`config.mk`:
```
export PLATFORM = sky130hd
export DESIGN_NAME = pocket_sequencer
export DESIGN_NICKNAME = d
export VERILOG_FILES = /design/src/rtl/vga_pkg.sv /design/src/rtl/pocket_sequencer_overlap_counter.sv /design/src/rtl/pocket_sequencer.sv
export SDC_FILE = /design/constraint.sdc
export NUM_CORES = 1
export LEC_CHECK = 0
export ABC_AREA = 1
export CAP_MARGIN = 20
export CORE_MARGIN = 5
export CORE_UTILIZATION = 55
export DETAILED_ROUTE_END_ITERATION = 8
export PLACE_DENSITY = 0.86
export REMOVE_ABC_BUFFERS = 1
export SYNTH_ARGS = -nofsm -noshare
export SYNTH_HDL_FRONTEND = slang
export SYNTH_SLANG_ARGS = --single-unit
```
`constraint.sdc`:
```
create_clock -name clk -period 2.2 [get_ports clk]
set_input_delay 0.22 -clock clk [delete_from_list [all_inputs] [get_ports clk]]
set_output_delay 0.22 -clock clk [all_outputs]
set_load 0.02 [all_outputs]
```
`src/rtl/vga_pkg.sv`:
```
// vga_pkg: shared types and constants for the VGA object path.
package vga_pkg;

    typedef enum logic [1:0] {IDLE, SINK, RESPAWN, HOLDOFF} pocket_state_t;

    localparam int OV_W  = 10;
    localparam int CNT_W = 4;
    localparam int FRM_W = 6;

    localparam logic [1:0] POCKET_NONE  = 2'd0;
    localparam logic [1:0] POCKET_HOLE1 = 2'd1;
    localparam logic [1:0] POCKET_HOLE2 = 2'd2;

    function automatic logic [CNT_W-1:0] sat_inc(input logic [CNT_W-1:0] v);
        return &v ? v : v + 1'b1;
    endfunction

endpackage

```
`src/rtl/pocket_sequencer_overlap_counter.sv`:
```
// overlap_counter: saturating per-frame pixel counter with a registered threshold flag.
module overlap_counter
    import vga_pkg::*;
#(
    parameter int TH = 16
) (
    input  logic            clk,
    input  logic            reset,
    input  logic            inc,
    input  logic            clear,
    output logic [OV_W-1:0] count,
    output logic            ge
);

    localparam logic [OV_W-1:0] TH_V = OV_W'(TH);

    logic [OV_W-1:0] nxt;

    // clear wins over inc, so a pixel coincident with the clear is dropped
    always_comb nxt = clear ? '0 : (inc && !(&count)) ? count + 1'b1 : count;

    always_ff @(posedge clk or posedge reset) begin
        if (reset) begin
            count <= '0;
            ge    <= 1'b0;
        end else begin
            count <= nxt;
            ge    <= nxt >= TH_V;
        end
    end

endmodule

```
`src/rtl/pocket_sequencer.sv`:
```
// pocket_sequencer: detects ball/hole overlap per frame and sequences the sink/respawn animation.
module pocket_sequencer
    import vga_pkg::*;
#(
    parameter int TH_PIXELS      = 16,
    parameter int SINK_FRAMES    = 30,
    parameter int HOLDOFF_FRAMES = 8
) (
    input  logic             clk,
    input  logic             reset,
    input  logic             startOfFrame,
    input  logic             WBallDrawingRequest,
    input  logic             Hole_1_DrawingRequest,
    input  logic             Hole_2_DrawingRequest,
    output logic             ball_hide,
    output logic [FRM_W-1:0] sink_frame,
    output logic             pocketed_pulse,
    output logic [1:0]       pocket_id,
    output logic             respawn_pulse,
    output logic [CNT_W-1:0] hole1_count,
    output logic [CNT_W-1:0] hole2_count
);

    localparam logic [FRM_W-1:0] SINK_LAST = FRM_W'(SINK_FRAMES - 1);
    localparam logic [FRM_W-1:0] HOLD_LAST = FRM_W'(HOLDOFF_FRAMES - 1);

    pocket_state_t   state;
    logic [FRM_W-1:0] frame_cnt;
    logic [OV_W-1:0] ov1, ov2;
    logic            ge1, ge2;
    logic [1:0]      winner;

    overlap_counter #(.TH(TH_PIXELS)) u_ov1 (
        .clk   (clk),
        .reset (reset),
        .inc   (WBallDrawingRequest & Hole_1_DrawingRequest),
        .clear (startOfFrame),
        .count (ov1),
        .ge    (ge1)
    );

    overlap_counter #(.TH(TH_PIXELS)) u_ov2 (
        .clk   (clk),
        .reset (reset),
        .inc   (WBallDrawingRequest & Hole_2_DrawingRequest),
        .clear (startOfFrame),
        .count (ov2),
        .ge    (ge2)
    );

    // ties go to hole 2, matching the display mux precedence
    always_comb winner = (ov1 > ov2) ? POCKET_HOLE1 : POCKET_HOLE2;

    always_ff @(posedge clk or posedge reset) begin
        if (reset) begin
            state          <= IDLE;
            frame_cnt      <= '0;
            ball_hide      <= 1'b0;
            sink_frame     <= '0;
            pocketed_pulse <= 1'b0;
            pocket_id      <= POCKET_NONE;
            respawn_pulse  <= 1'b0;
            hole1_count    <= '0;
            hole2_count    <= '0;
        end else begin
            pocketed_pulse <= 1'b0;
            respawn_pulse  <= 1'b0;
            case (state)
                IDLE: begin
                    if (startOfFrame && (ge1 || ge2)) begin
                        state          <= SINK;
                        frame_cnt      <= '0;
                        sink_frame     <= '0;
                        ball_hide      <= 1'b1;
                        pocketed_pulse <= 1'b1;
                        pocket_id      <= winner;
                        if (winner == POCKET_HOLE1) hole1_count <= sat_inc(hole1_count);
                        else hole2_count <= sat_inc(hole2_count);
                    end
                end
                SINK: begin
                    if (startOfFrame) begin
                        if (frame_cnt == SINK_LAST) begin
                            state         <= RESPAWN;
                            frame_cnt     <= '0;
                            sink_frame    <= '0;
                            ball_hide     <= 1'b0;
                            respawn_pulse <= 1'b1;
                        end else begin
                            frame_cnt  <= frame_cnt + 1'b1;
                            sink_frame <= frame_cnt + 1'b1;
                        end
                    end
                end
                RESPAWN: state <= HOLDOFF;
                HOLDOFF: begin
                    if (startOfFrame) begin
                        state     <= (frame_cnt == HOLD_LAST) ? IDLE : HOLDOFF;
                        frame_cnt <= (frame_cnt == HOLD_LAST) ? '0 : frame_cnt + 1'b1;
                    end
                end
                default: state <= IDLE;
            endcase
        end
    end

endmodule
```
# == Yosys cells after proc, flatten, opt, wreduce, memory -nomap -nowiden ==
# Cells that the tools add are included.
# Widths: inputs -> output; s select.
# word_totals
word_cells,83
rom_bits,0
latch_bits,0
reg_bits,49
out_inout_bits,19
mem_bits_rw,0
n_memories,0
# classes
shift,0
n_bitwise,5
n_reduce_logical,20
order_cmp,3
muxes,27
n_addsub,5
multipliers,0
div,0
n_eq_ne,10
# op_table
operator,count
$mux 10,4
$mux 6,5
$reduce_and 4->1,7
$add 10x1->10 const B,2
$ge 10x5->1 const B,2
$reduce_and 10->1,2
$pmux 6 s3,1
$mux 2,6
$pmux 6 s2,1
$gt 10x10->1,1
$add 4x1->4 const B,2
$mux 1,8
$ne 2x2->1 const B,4
$pmux 2 s4,1
$add 6x1->6 const B,1
$eq 6x3->1 const B,1
$eq 6x5->1 const B,1
$eq 2x1->1 const B,2
$eq 2x2->1 const B,2
$logic_and 1x1->1,3
$not 1->1,3
$reduce_and 3->1,1
$reduce_bool 3->1,1
$and 1x1->1,2
6 further kinds,7

# == Depth between registers and ports, before layout ==
# depth
ltp_word,6
depth_mapped,12

# == By module ==
# Synthesis repeated with hierarchy kept, for this count alone.
# hier_totals
hier_cells,392
hier_area_um2,3060.4
# modules_own_cells
mod,seq_area_each_um2,cells_per_inst,n_inst,area_per_inst_um2
pocket_sequencer,675.6,198,1,1624.1
overlap_counter,275.3,97,2,718.2

# == Least setup slack after synthesis ==
# Ideal clock, no wire load.
# synth_timing
path_type,reg2reg
startpoint,reg u_ov2.count[9]
endpoint,reg hole2_count[2]
synth_period_minus_slack_ns,1.633
arrival_ns,1.510
path_stages_with_launch,10
setup_slack_ns,0.567
required_ns,2.077
path_cell_list,dfrtp_1 inv_1 ha_1 nand2_1 nor2_1 nand4_1 nand2_1 nand3_4 nand2_1 o21ai_1
# synth_via
elab_chain_len,5
# synth_lines
element,line_no,rtl
"start, declared",pocket_sequencer_overlap_counter.sv:11,"output logic [OV_W-1:0] count,"
"start signal, assigned",pocket_sequencer_overlap_counter.sv:27,count <= nxt;
$gt 10x10->1,pocket_sequencer.sv:52,always_comb winner = (ov1 > ov2) ? POCKET_HOLE1 : POCKET_HOLE2;
$mux 2,pocket_sequencer.sv:52,
$eq 2x1->1,pocket_sequencer.sv:77,if (winner == POCKET_HOLE1) hole1_count <= sat_inc(hole1_count);
$not 1->1 (no source line),n/a,
$reduce_and 4->1 (no source line),n/a,
"end signal, assigned",pocket_sequencer.sv:78,else hole2_count <= sat_inc(hole2_count);
"end, declared",pocket_sequencer.sv:21,output logic [CNT_W-1:0] hole2_count
# No other way between the ends.
# A chain may end at the register's enable or synchronous reset.

# == Worst setup path in the final report ==
# Same ends and word-level chain as after synthesis.

==> results.sh <==
export IMPL_status="completed"
export IMPL_crit_top_cell="nand2_1"
export IMPL_syn_inst=373
export IMPL_cts_setup_buffers=0
export IMPL_slew_limit_headroom_pct=59.3
export IMPL_hp_class="input port to async pin"
export IMPL_overflow=0
export IMPL_area_growth_syn_to_layout_pct=15.7
export IMPL_end_kind="flip-flop"
export IMPL_finalCritPeriodShare_pct=88.1
export IMPL_clk_pin_slew_ns=0.09
export IMPL_clock_sinks=49
export IMPL_dieHeight_um=82.0
export IMPL_numCtsBuffers=5
export IMPL_grt_pass1_vias=2379
export IMPL_track_usage_pct=19.7
export IMPL_reg2reg_from="u_ov2.count[9]"
export IMPL_num_vias=2458
export IMPL_core_mm2=0.00507
export IMPL_cts_hold_buf=0
export IMPL_rows=26
export IMPL_cap_viol_max_count=0
export IMPL_max_stage_delay_ns=0.42
export IMPL_critPathLaunchType="flip-flop"
export IMPL_vias_per_cell=5.20
export IMPL_skew_ns=0.00842
export IMPL_rsz0062_at_grt="no"
export IMPL_finalSetupTns_ns=0
export IMPL_clock_path_buffers=2
export IMPL_crit_buf_inv=1
export IMPL_diodes=0
export IMPL_layoutNonFillerInstCount=473
export IMPL_die_area_mm2=0.00673
export IMPL_grt_first_pass_wirelength_um=10400
export IMPL_cts_root_buf="clkbuf_8"
export IMPL_hold_violations=0
export IMPL_worst_ir_drop_vdd_mv=0.486
export IMPL_r2r_end="hole2_count[2]"
export IMPL_fin_nets=424
export IMPL_crit_fanout=7
export IMPL_worstRegToRegCells=9
export IMPL_insertion_delay_ns=0.30
export IMPL_dp_hpwl_um=4340
export IMPL_drt_first_pass_iters=4
export IMPL_drc=0
export IMPL_crit_cells=9
export IMPL_ant_nets=0
export IMPL_slew_viol_final=0
export IMPL_crit_chain="inv_1 -> ha_1 -> nand2_1 -> nor2_1 -> nand4_1 -> nand2_1 -> nand3_4 -> nand2_1 -> o21ai_1"
export IMPL_grt_start_max_net_pins=50
export IMPL_avgRoutedWirePerCell_um=12.0
export IMPL_io_pins=25
export IMPL_cts_resized=0
export IMPL_p_leak_nw=1.67
export IMPL_path_delay_family="simple AND/OR/NAND/NOR gates"
export IMPL_min_period_ns=1.94
export IMPL_yosys_warnings=0
export IMPL_yosys_cell_types_count=33
export IMPL_die_w_um=82.0
export IMPL_drive_gt1_share_pct=4.71
export IMPL_start_util_pct=56.2
export IMPL_pre_cts_slack_ns=0.286
export IMPL_syn_area_mm2=0.00285
export IMPL_avgSynthCellArea_um2=7.65
export IMPL_r2r_slack_ns=0.26
export IMPL_cpMaxStageDelayCell="dfrtp_1"
export IMPL_path_class="flip-flop to flip-flop"
export IMPL_required_ns=2.39
export IMPL_port_buffers=24
export IMPL_dpl_cell_count=465
export IMPL_critical_path_arrival_ns=2.13
export IMPL_final_common_cell="nand2_1"
export IMPL_layout_setup_ws_ns=0.262
export IMPL_synth_seq_cells=49
export IMPL_finalWeightedCongestion=0.917
export IMPL_worstMarginPinSlew_ns=0.611
export IMPL_drtIter0Drc=185
export IMPL_fmaxAchievable_ghz=0.516
export IMPL_power_density_mw_per_mm2=622
export IMPL_routed_wl_um=5680
export IMPL_ys_seq_area_share_pct=43.0
export IMPL_critPathLaunch="u_ov2.count[9]"
export IMPL_cts_tree="yes"
export IMPL_grt_antenna_before_repair=0
export IMPL_mostFrequentLayoutCells="102 x nand2_1, 63 x inv_1, 49 x dfrtp_1"
export IMPL_setup_viol=0
export IMPL_h_tree_depth=2
export IMPL_cp_endpoint="hole2_count[2]"
## state kept, by name, summed over array words and instances, names as in the netlist
name            count
u_ov1.count        10
u_ov2.count        10
frame_cnt           6
sink_frame          6
hole1_count         4
hole2_count         4
pocket_id           2
state               2
ball_hide           1
pocketed_pulse      1
respawn_pulse       1
u_ov1.ge            1
u_ov2.ge            1
## layer usage
metal,global-route usage [%],up-vias,part of all wire [%]
met4,5.65,0,1.9
met1,25.0,1148,44
met5,0,-,0
li1,-,1249,-
met3,3.95,13,4.0
met2,33.8,48,50
## power breakdown
part	internal (mW)	switching, mW	total (mW)
sequential	0.948	0.0532	1.00
clock	0.452	0.302	0.753
combinational	0.114	0.183	0.297
## synth_stat cells
cell type    n  area share (%)
nand2_1    102              13
o21ai_1      4            0.70
o21ai_0     18             3.2
o21a_1       1            0.26
buf_1        1            0.13
dfrtp_1     49              43
a21o_1       1            0.26
mux2i_1      1            0.35
clkinv_2     1            0.18
o31ai_1      1            0.26
o22ai_1      4            0.88
nor4_4       1            0.75
a21oi_2      1            0.31
nor3_1       3            0.53
nand3b_1     1            0.26
nand2_4      1            0.39
nand4_4      1            0.75
nand3_4      1            0.61
inv_1       64             8.4
nand2_2      1            0.22
clkbuf_1     1            0.13
xor2_1       3            0.92
ha_1        16             7.0
o21bai_1     1            0.26
o2111ai_1    1            0.31
a21oi_1     11             1.9
buf_6        2            0.79
nand3_1     33             5.8
nor2_1      34             4.5
xnor2_1      4             1.2
nor4_1       1            0.22
nand4_1      8             1.8
nand3_2      1            0.35
## final cells by class
cell class	instances	area [um2]
inverter	65	245
fill	447	1780
multi-input combinational	255	1350
sequential	49	1230
clock inverter	3	65.1
tap	70	87.6
clock buffer	5	68.8
timing repair buffer	26	255
## per-stage QoR
step / utilization [%] / power [mW] / instance area (um2) / hold slack (ns)
2_1_floorplan: - / 1.20 / 2820 / 0.508
3_3_place_gp: 62.4 / 1.31 / 3170 / 0.468
3_5_place_dp: 62.4 / 1.32 / 3170 / 0.474
4_1_cts: 65.0 / 2.07 / 3300 / 0.406
5_1_grt: 65.0 / 2.16 / 3300 / 0.452
6_report: 65.0 / 2.05 / 3300 / 0.387
## cell families after synthesis
group                    count (synthesis)  synth area share [%]
flip-flops                              49                  43.0
XOR/XNOR                                 7                  2.15
AO/OA/AOI/OAI                           43                  8.33
multiplexers                             1                 0.351
buffers and inverters                   69                  9.65
adder cells (fa/ha/maj)                 16                  7.02
AND/OR/NAND/NOR                        188                  29.5
## worst min-delay path, delay by kind of cell
family	cells	cell delay, ns
buffers and inverters	3	0.95
## how the worst min path moves through the flow
stage / to / slack, ns / cells past startpoint
final: hole1_count[0] / 0.39 / 3
after global placement: sink_frame[4] / 0.47 / 2
after CTS: hole1_count[0] / 0.41 / 3
after detailed placement: sink_frame[2] / 0.47 / 2
after floorplan: u_ov2.count[3] / 0.51 / 4
after global routing: u_ov2.count[4] / 0.45 / 3
No activity file was read; power rests on OpenSTA's default activity.
